$ cat src/rtl/clk_gen_core_if.sv
// clk_gen_core_if: control/status bundle for the programmable clock generator.
// master = controller side (drives run enable and half-period loads),
// slave  = generator side (drives the generated clock, edge strobes and period count).
interface clk_gen_core_if #(
  parameter int unsigned CNT_W  = 16,
  parameter int unsigned PCNT_W = 16
);
  logic              en;
  logic              hp_ld;
  logic [CNT_W-1:0]  hp_in;
  logic              clk_out;
  logic              rise;
  logic              fall;
  logic [PCNT_W-1:0] period_cnt;

  modport master (
    output en, hp_ld, hp_in,
    input  clk_out, rise, fall, period_cnt
  );

  modport slave (
    input  en, hp_ld, hp_in,
    output clk_out, rise, fall, period_cnt
  );
endinterface

$ cat src/rtl/clk_gen_core.sv
// clk_gen_core: programmable 50% duty-cycle clock generator.
// Toggles clk_out every half-period reference cycles, emits one-cycle rise/fall
// strobes alongside the new clk_out level, and parks low when disabled.
// Half-period updates are deferred to the next toggle so no phase is ever cut short.
// Optional feature macro: CLK_GEN_CORE_PERIOD_CNT_EN builds the completed-period
// counter; without it period_cnt is tied to zero.
module clk_gen_core #(
  parameter int unsigned HALF_PERIOD = 1,
  parameter int unsigned CNT_W       = 16,
  parameter int unsigned PCNT_W      = 16
) (
  input  logic           clk,
  input  logic           rst_n,
  clk_gen_core_if.slave  bus
);

  typedef enum logic {
    ST_LOW  = 1'b0,
    ST_HIGH = 1'b1
  } state_t;

  state_t           r_state;
  logic [CNT_W-1:0] r_cnt;
  logic [CNT_W-1:0] r_hp_active;
  logic [CNT_W-1:0] r_hp_pending;
  logic             r_pend_valid;
  logic             r_rise;
  logic             r_fall;

  state_t           w_state_nxt;
  logic [CNT_W-1:0] w_cnt_nxt;
  logic [CNT_W-1:0] w_hp_active_nxt;
  logic [CNT_W-1:0] w_hp_pending_nxt;
  logic             w_pend_valid_nxt;
  logic             w_rise_nxt;
  logic             w_fall_nxt;

  logic             w_run;
  logic             w_tc;
  logic [CNT_W-1:0] w_hp_in_sat;
  logic [CNT_W-1:0] w_hp_next_phase;

  // Running while enabled or while a high phase is still in progress, so the
  // generator can only stop after completing a high phase.
  assign w_run           = bus.en | (r_state == ST_HIGH);
  assign w_tc            = (r_cnt == '0);
  assign w_hp_in_sat     = (bus.hp_in == '0) ? CNT_W'(1) : bus.hp_in;
  assign w_hp_next_phase = r_pend_valid ? r_hp_pending : r_hp_active;

  // State register: phase, counter, half-period bookkeeping and edge strobes.
  always_ff @(posedge clk or negedge rst_n) begin
    if (!rst_n) begin
      r_state      <= ST_LOW;
      r_cnt        <= CNT_W'(HALF_PERIOD - 1);
      r_hp_active  <= CNT_W'(HALF_PERIOD);
      r_hp_pending <= CNT_W'(HALF_PERIOD);
      r_pend_valid <= 1'b0;
      r_rise       <= 1'b0;
      r_fall       <= 1'b0;
    end else begin
      r_state      <= w_state_nxt;
      r_cnt        <= w_cnt_nxt;
      r_hp_active  <= w_hp_active_nxt;
      r_hp_pending <= w_hp_pending_nxt;
      r_pend_valid <= w_pend_valid_nxt;
      r_rise       <= w_rise_nxt;
      r_fall       <= w_fall_nxt;
    end
  end

  // Next-state logic: parked hold/immediate load, or count down and toggle at terminal count.
  always_comb begin
    w_state_nxt      = r_state;
    w_cnt_nxt        = r_cnt;
    w_hp_active_nxt  = r_hp_active;
    w_hp_pending_nxt = r_hp_pending;
    w_pend_valid_nxt = r_pend_valid;
    w_rise_nxt       = 1'b0;
    w_fall_nxt       = 1'b0;
    if (!w_run) begin
      // Parked low: a load takes effect at once and supersedes any stale pending value.
      if (bus.hp_ld) begin
        w_hp_active_nxt  = w_hp_in_sat;
        w_cnt_nxt        = w_hp_in_sat - CNT_W'(1);
        w_pend_valid_nxt = 1'b0;
      end else begin
        w_cnt_nxt = r_hp_active - CNT_W'(1);
      end
    end else begin
      if (bus.hp_ld) begin
        w_hp_pending_nxt = w_hp_in_sat;
        w_pend_valid_nxt = 1'b1;
      end
      if (!w_tc) begin
        w_cnt_nxt = r_cnt - CNT_W'(1);
      end else begin
        w_state_nxt     = (r_state == ST_HIGH) ? ST_LOW : ST_HIGH;
        w_rise_nxt      = (r_state == ST_LOW);
        w_fall_nxt      = (r_state == ST_HIGH);
        w_hp_active_nxt = w_hp_next_phase;
        w_cnt_nxt       = w_hp_next_phase - CNT_W'(1);
        // A load landing on the toggle cycle stays pending for the following toggle.
        if (!bus.hp_ld) begin
          w_pend_valid_nxt = 1'b0;
        end
      end
    end
  end

`ifdef CLK_GEN_CORE_PERIOD_CNT_EN
  logic [PCNT_W-1:0] r_period_cnt;

  // Completed-period counter: advances together with the fall strobe, wraps naturally.
  always_ff @(posedge clk or negedge rst_n) begin
    if (!rst_n) begin
      r_period_cnt <= '0;
    end else if (w_fall_nxt) begin
      r_period_cnt <= r_period_cnt + PCNT_W'(1);
    end
  end
`endif

  // Output logic: every output is a direct register view.
  always_comb begin
    bus.clk_out = (r_state == ST_HIGH);
    bus.rise    = r_rise;
    bus.fall    = r_fall;
`ifdef CLK_GEN_CORE_PERIOD_CNT_EN
    bus.period_cnt = r_period_cnt;
`else
    bus.period_cnt = '0;
`endif
  end

endmodule

$ cat src/flat_wrapper.sv
// flat-port wrapper written by rule: the top's interface ports become plain ports
module clk_gen_core_flat 
#(
  parameter int unsigned HALF_PERIOD = 1,
  parameter int unsigned CNT_W       = 16,
  parameter int unsigned PCNT_W      = 16
)
  (clk, rst_n, bus_en, bus_hp_ld, bus_hp_in, bus_clk_out, bus_rise, bus_fall, bus_period_cnt);
  clk_gen_core_if #(.CNT_W(CNT_W), .PCNT_W(PCNT_W)) bus_i ();
  input  logic clk;
  input  logic rst_n;
  input wire logic [$bits(bus_i.en)-1:0] bus_en;
  input wire logic [$bits(bus_i.hp_ld)-1:0] bus_hp_ld;
  input wire logic [$bits(bus_i.hp_in)-1:0] bus_hp_in;
  output wire logic [$bits(bus_i.clk_out)-1:0] bus_clk_out;
  output wire logic [$bits(bus_i.rise)-1:0] bus_rise;
  output wire logic [$bits(bus_i.fall)-1:0] bus_fall;
  output wire logic [$bits(bus_i.period_cnt)-1:0] bus_period_cnt;
  assign bus_i.en = bus_en;
  assign bus_i.hp_ld = bus_hp_ld;
  assign bus_i.hp_in = bus_hp_in;
  assign bus_clk_out = bus_i.clk_out;
  assign bus_rise = bus_i.rise;
  assign bus_fall = bus_i.fall;
  assign bus_period_cnt = bus_i.period_cnt;
  clk_gen_core #(.HALF_PERIOD(HALF_PERIOD), .CNT_W(CNT_W), .PCNT_W(PCNT_W)) u_core (.clk(clk), .rst_n(rst_n), .bus(bus_i));
endmodule
$ cat config.mk
export PLATFORM = sky130hd
export DESIGN_NAME = clk_gen_core_flat
export DESIGN_NICKNAME = d
export VERILOG_FILES = /design/src/rtl/clk_gen_core_if.sv /design/src/rtl/clk_gen_core.sv /design/src/flat_wrapper.sv
export SDC_FILE = /design/constraint.sdc
export NUM_CORES = 1
export LEC_CHECK = 0
export CAP_MARGIN = 20
export CORE_MARGIN = 2
export CORE_UTILIZATION = 45
export CTS_CLUSTER_SIZE = 16
export DETAILED_ROUTE_END_ITERATION = 8
export PLACE_DENSITY = 0.64
export SLEW_MARGIN = 30
export SYNTH_ARGS = -nofsm -noshare
export SYNTH_HDL_FRONTEND = slang
export SYNTH_SLANG_ARGS = --single-unit
$ cat constraint.sdc
create_clock -name clk -period 6.3 [get_ports clk]
set_input_delay 0.945 -clock clk [delete_from_list [all_inputs] [get_ports clk]]
set_output_delay 0.945 -clock clk [all_outputs]
set_load 0.02 [all_outputs]
== Word level (Yosys, flattened, before mapping) ==
Index checks and enable logic that the tools add are counted.

* Output and inout port bits: 19
* Word-level logic and storage cells: 38
* Input port bits: 20
* Bits in registers: 52

* Bitwise operators: 2
* Reductions and logical operators: 6
* Add/subtract/negate cells: 4
* Equality and inequality tests: 1
* Mux-type cells: 18

{| class="wikitable"
|+ Operator list
! cell !! number
|-
| 2-to-1 mux 16 bit || 8
|-
| subtractor 16 x 1 -> 16 bit (second input constant) || 4
|-
| zero test 16 bit || 2
|-
| 2-to-1 mux 1 bit || 10
|-
| AND reduction 2 bit || 3
|-
| inequality test 2 bit (second input constant) || 1
|-
| nonzero test 2 bit || 1
|-
| inverter 1 bit || 1
|-
| OR 1 bit || 1
|}

== Longest topological paths before layout ==
* Depth in word-level cells: 5
* Depth in mapped cells: 10
* Depth with buffers taken out: 8

== Least setup slack after synthesis ==
Ideal clock, no wire load.

* Path kind: input to register
* From: in bus_en
* To: reg u_core.r_cnt[14]
* Setup slack: 3.589 ns
* Stages on the path: 7
* Data required time: 6.166 ns
* Buffers on the path: 1
* Library setup time: 0.134 ns
* Arrival time: 2.577 ns
* Path through: nor2_2 buf_2 mux2i_1 o31ai_4 nor4_2 nand4_1 xnor2_1

* Word-level cells in the longest chain between the ends: 2

{| class="wikitable"
|+ Ends and longest elaborated chain
! what !! RTL line !! source
|-
| start, declared || flat_wrapper.sv:12 || <nowiki>input wire logic [$bits(bus_i.en)-1:0] bus_en;</nowiki>
|-
| OR 1 bit || clk_gen_core.sv:45 || <nowiki>assign w_run = bus.en | (r_state == ST_HIGH);</nowiki>
|-
| 2-to-1 mux 16 bit || clk_gen_core.sv:80 || <nowiki>if (!w_run) begin</nowiki>
|-
| via u_core.w_cnt_nxt[14] || clk_gen_core.sv:31 || <nowiki>logic [CNT_W-1:0] w_cnt_nxt;</nowiki>
|-
| end signal, assigned || clk_gen_core.sv:54 || <nowiki>r_cnt <= CNT_W'(HALF_PERIOD - 1);</nowiki>
|-
| end signal, assigned || clk_gen_core.sv:62 || <nowiki>r_cnt <= w_cnt_nxt;</nowiki>
|-
| end, declared || clk_gen_core.sv:23 || <nowiki>logic [CNT_W-1:0] r_cnt;</nowiki>
|}

The timed path passes the listed nets, and every way through them passes these cells.
A chain may end at the register's enable or synchronous reset.

== Final worst setup path ==
* From: in bus_en
* To: reg u_core.r_cnt[15]

Same word-level chain as after synthesis.

==> flow_metrics.env <==
export IMPL_status="complete, no violations"
export IMPL_cp_num_buf_inv=1
export IMPL_synthCells=299
export IMPL_synthArstFlopShare_pct=100
export IMPL_cp_slowest_cell="nor2_2"
export IMPL_rr_startpoint="u_core.r_cnt[1]"
export IMPL_io_buffer_count=22
export IMPL_antenna_found_initial=0
export IMPL_crit_path_start_kind="input port"
export IMPL_multi_input_area_um2=1670
export IMPL_slew_viol_final=0
export IMPL_ff2ff_path_depth=8
export IMPL_htree_levels=2
export IMPL_path_delay_family="simple AND/OR/NAND/NOR gates"
export IMPL_yosysSeqAreaShare_pct=41.6
export IMPL_fin_setup_tns_ns=0
export IMPL_post_cts_buffers=0
export IMPL_grt_util_all_layers_pct=20.4
export IMPL_syn_area_per_cell_um2=10.5
export IMPL_wl_per_cell_um=18.5
export IMPL_hold_path_end="u_core.r_hp_pending[0]"
export IMPL_endpoint_kind="flip-flop"
export IMPL_fmax_mhz=294
export IMPL_fin_skew_ns=0.0170
export IMPL_maxSlewHeadroom_pct=34.4
export IMPL_dp_hpwl_mm=4.94
export IMPL_synth_seq_cells=52
export IMPL_initial_utilization_pct=46.4
export IMPL_slowest_delay_ns=0.76
export IMPL_critPathKind="input port to flip-flop"
export IMPL_vias_per_cell=5.69
export IMPL_gp_congestion=0.799
export IMPL_p_per_area_nw_per_um2=293
export IMPL_synth_distinct_cells=51
export IMPL_drv_cap=0
export IMPL_clkLatencyLatePin_ns=0.32
export IMPL_die_w_um=87.5
export IMPL_yosysWarnings=0
export IMPL_ir_drop_uv=106
export IMPL_rsz0062_at_grt="no"
export IMPL_r2r_end="u_core.r_cnt[4]"
export IMPL_p_leak_uw=0.00136
export IMPL_ctsResizeCount=0
export IMPL_min_period_over_period_pct=54.1
export IMPL_final_cells=396
export IMPL_clk_pin_slew_worst_paths_ns=0.09
export IMPL_r2r_slack_ns=3.47
export IMPL_grt_pass1_vias=2256
export IMPL_drc_errors=0
export IMPL_ios=39
export IMPL_hold_depth=2
export IMPL_cts_root_buf="clkbuf_8"
export IMPL_hp_class="flip-flop to flip-flop"
export IMPL_min_from="u_core.r_hp_pending[0]"
export IMPL_fin_crit_ns=3.41
export IMPL_cts_buffer_depth=2
export IMPL_cts_hold_buf=0
export IMPL_syn_to_final_growth_pct=10.1
export IMPL_crit_fanout=18
export IMPL_drt_iter0_markers=122
export IMPL_synth_top_cell_by_area="dfrtp_1"
export IMPL_dp_cells=388
export IMPL_worstMarginPinSlew_ns=0.984
export IMPL_row_count=30
export IMPL_seq_area_um2=1300
export IMPL_syn_area_um2=3140
export IMPL_die_y_um=87.5
export IMPL_overflow=0
export IMPL_ant_nets=0
export IMPL_nNetsFinal=336
export IMPL_drive_above_1_share_pct=14.2
export IMPL_synthFlopType="dfrtp_1"
export IMPL_tritoncts="built"
export IMPL_num_fill_cells=605
export IMPL_yosys_top_cells_area="dfrtp_1 (40%), mux2i_1 (8.3%), mux2_2 (5.7%), nor2_1 (4.5%), mux2_1 (4.3%)"
export IMPL_grt_max_degree=53
export IMPL_grt_first_pass_wirelength_mm=11.9
export IMPL_layout_common_cells="dfrtp_1 (50), nor2_1 (38), mux2i_1 (26), clkdlybuf4s50_1 (20)"
export IMPL_synth_edf_count=0
export IMPL_antenna_cells=0
export IMPL_final_common_cell="dfrtp_1"
export IMPL_crit_path_cell_trace="clkdlybuf4s50_1 -> nor2_2 -> mux2i_1 -> o311ai_1 -> nor4_4 -> nand4_1 -> xnor2_1"
export IMPL_yosysTopAreaCellShare_pct=39.9
export IMPL_critPathRequiredTime_ns=6.52
export IMPL_clock_sinks=52
export IMPL_drtPass1Iterations=4
export IMPL_wl_mm=7.32
export IMPL_die_area_um2=7650
export IMPL_vias=2253
export IMPL_finalHoldViolCount=0
export IMPL_critPathArrivalTime_ns=3.63
export IMPL_finalSetupViolations=0
export IMPL_numCtsBuffers=5
export IMPL_core_area_um2=6760
[through the flow]
stage	power (µW)	setup slack (ns)	util (%)	area, µm²	hold slack, ns
floorplan	672	3.59	-	3190	0.467
global placement	739	2.48	49.2	3330	0.483
detailed placement	743	2.62	49.1	3320	0.491
CTS	1020	2.90	51.1	3450	0.505
global route	1070	2.71	51.1	3450	0.556
finish	1010	2.89	51.1	3450	0.500
[cell families after synthesis]
family	synth area share [%]
flops	41.6
simple gates	14.7
buf+inv	7.10
xor+xnor	3.91
fa+ha+maj	0.399
mux	18.4
other cells	0.120
compound gates	13.8
[sequential cells by signal, indices dropped and copies added (netlist names)]
register	cells
u_core.r_cnt	16
u_core.r_hp_active	16
u_core.r_hp_pending	16
u_core.bus.clk_out	1
u_core.bus.fall	1
u_core.bus.rise	1
u_core.r_pend_valid	1
[layout make-up]
cell class | count | area share (%)
Clock inverter | 2 | 1.74
Multi-Input combinational cell | 225 | 48.2
Clock buffer | 6 | 2.10
Timing Repair Buffer | 24 | 6.52
Sequential cell | 52 | 37.8
Tap cell | 80 | 2.90
Inverter | 7 | 0.761
[report_power, final]
part | total (µW) | internal [µW] | switching (µW) | leakage (µW)
registers | 457 | 402 | 54.1 | 0.000598
logic | 283 | 125 | 158 | 0.000699
clock network | 274 | 159 | 115 | 0.0000654
[metal layers]
metal	vias up	wire length (µm)	global-route usage, %
met2	52	3450	32.6
met5	-	0	0
li1	1083	-	-
met4	0	113	7.13
met3	12	291	3.13
met1	1106	3460	28.0
[worst min-delay path: stages, from the launching register on]
cell and delay, ns:
dfstp_2 0.39, nand2_1 0.04, o21ai_0 0.07
[synth_stat cells (4+ instances only)]
cell	number
dfrtp_1	50
o21ai_0	5
xnor2_1	12
mux2_2	16
o32ai_1	4
inv_1	7
mux2i_1	26
nand3_1	5
clkbuf_1	5
nand2b_1	4
buf_4	16
buf_2	7
o22ai_1	14
nor2_1	38
nor4_1	6
mux2_1	12
a211oi_1	4
nor3_1	5
nand2_1	12
[worst max path at each step]
| stage | slack [ns] | depth (start not counted) | startpoint | to |
|---|---|---|---|---|
| finish | 2.89 | 7 | bus_en | u_core.r_cnt[15] |
| global placement | 2.48 | 7 | bus_hp_ld | u_core.r_cnt[14] |
| global route | 2.71 | 7 | bus_en | u_core.r_cnt[15] |
| detailed placement | 2.62 | 6 | bus_en | u_core.r_hp_active[0] |
| floorplan | 3.59 | 7 | bus_en | u_core.r_cnt[14] |
| CTS | 2.90 | 7 | bus_en | u_core.r_cnt[15] |
Note: power is estimated with default switching activity, not from simulation.
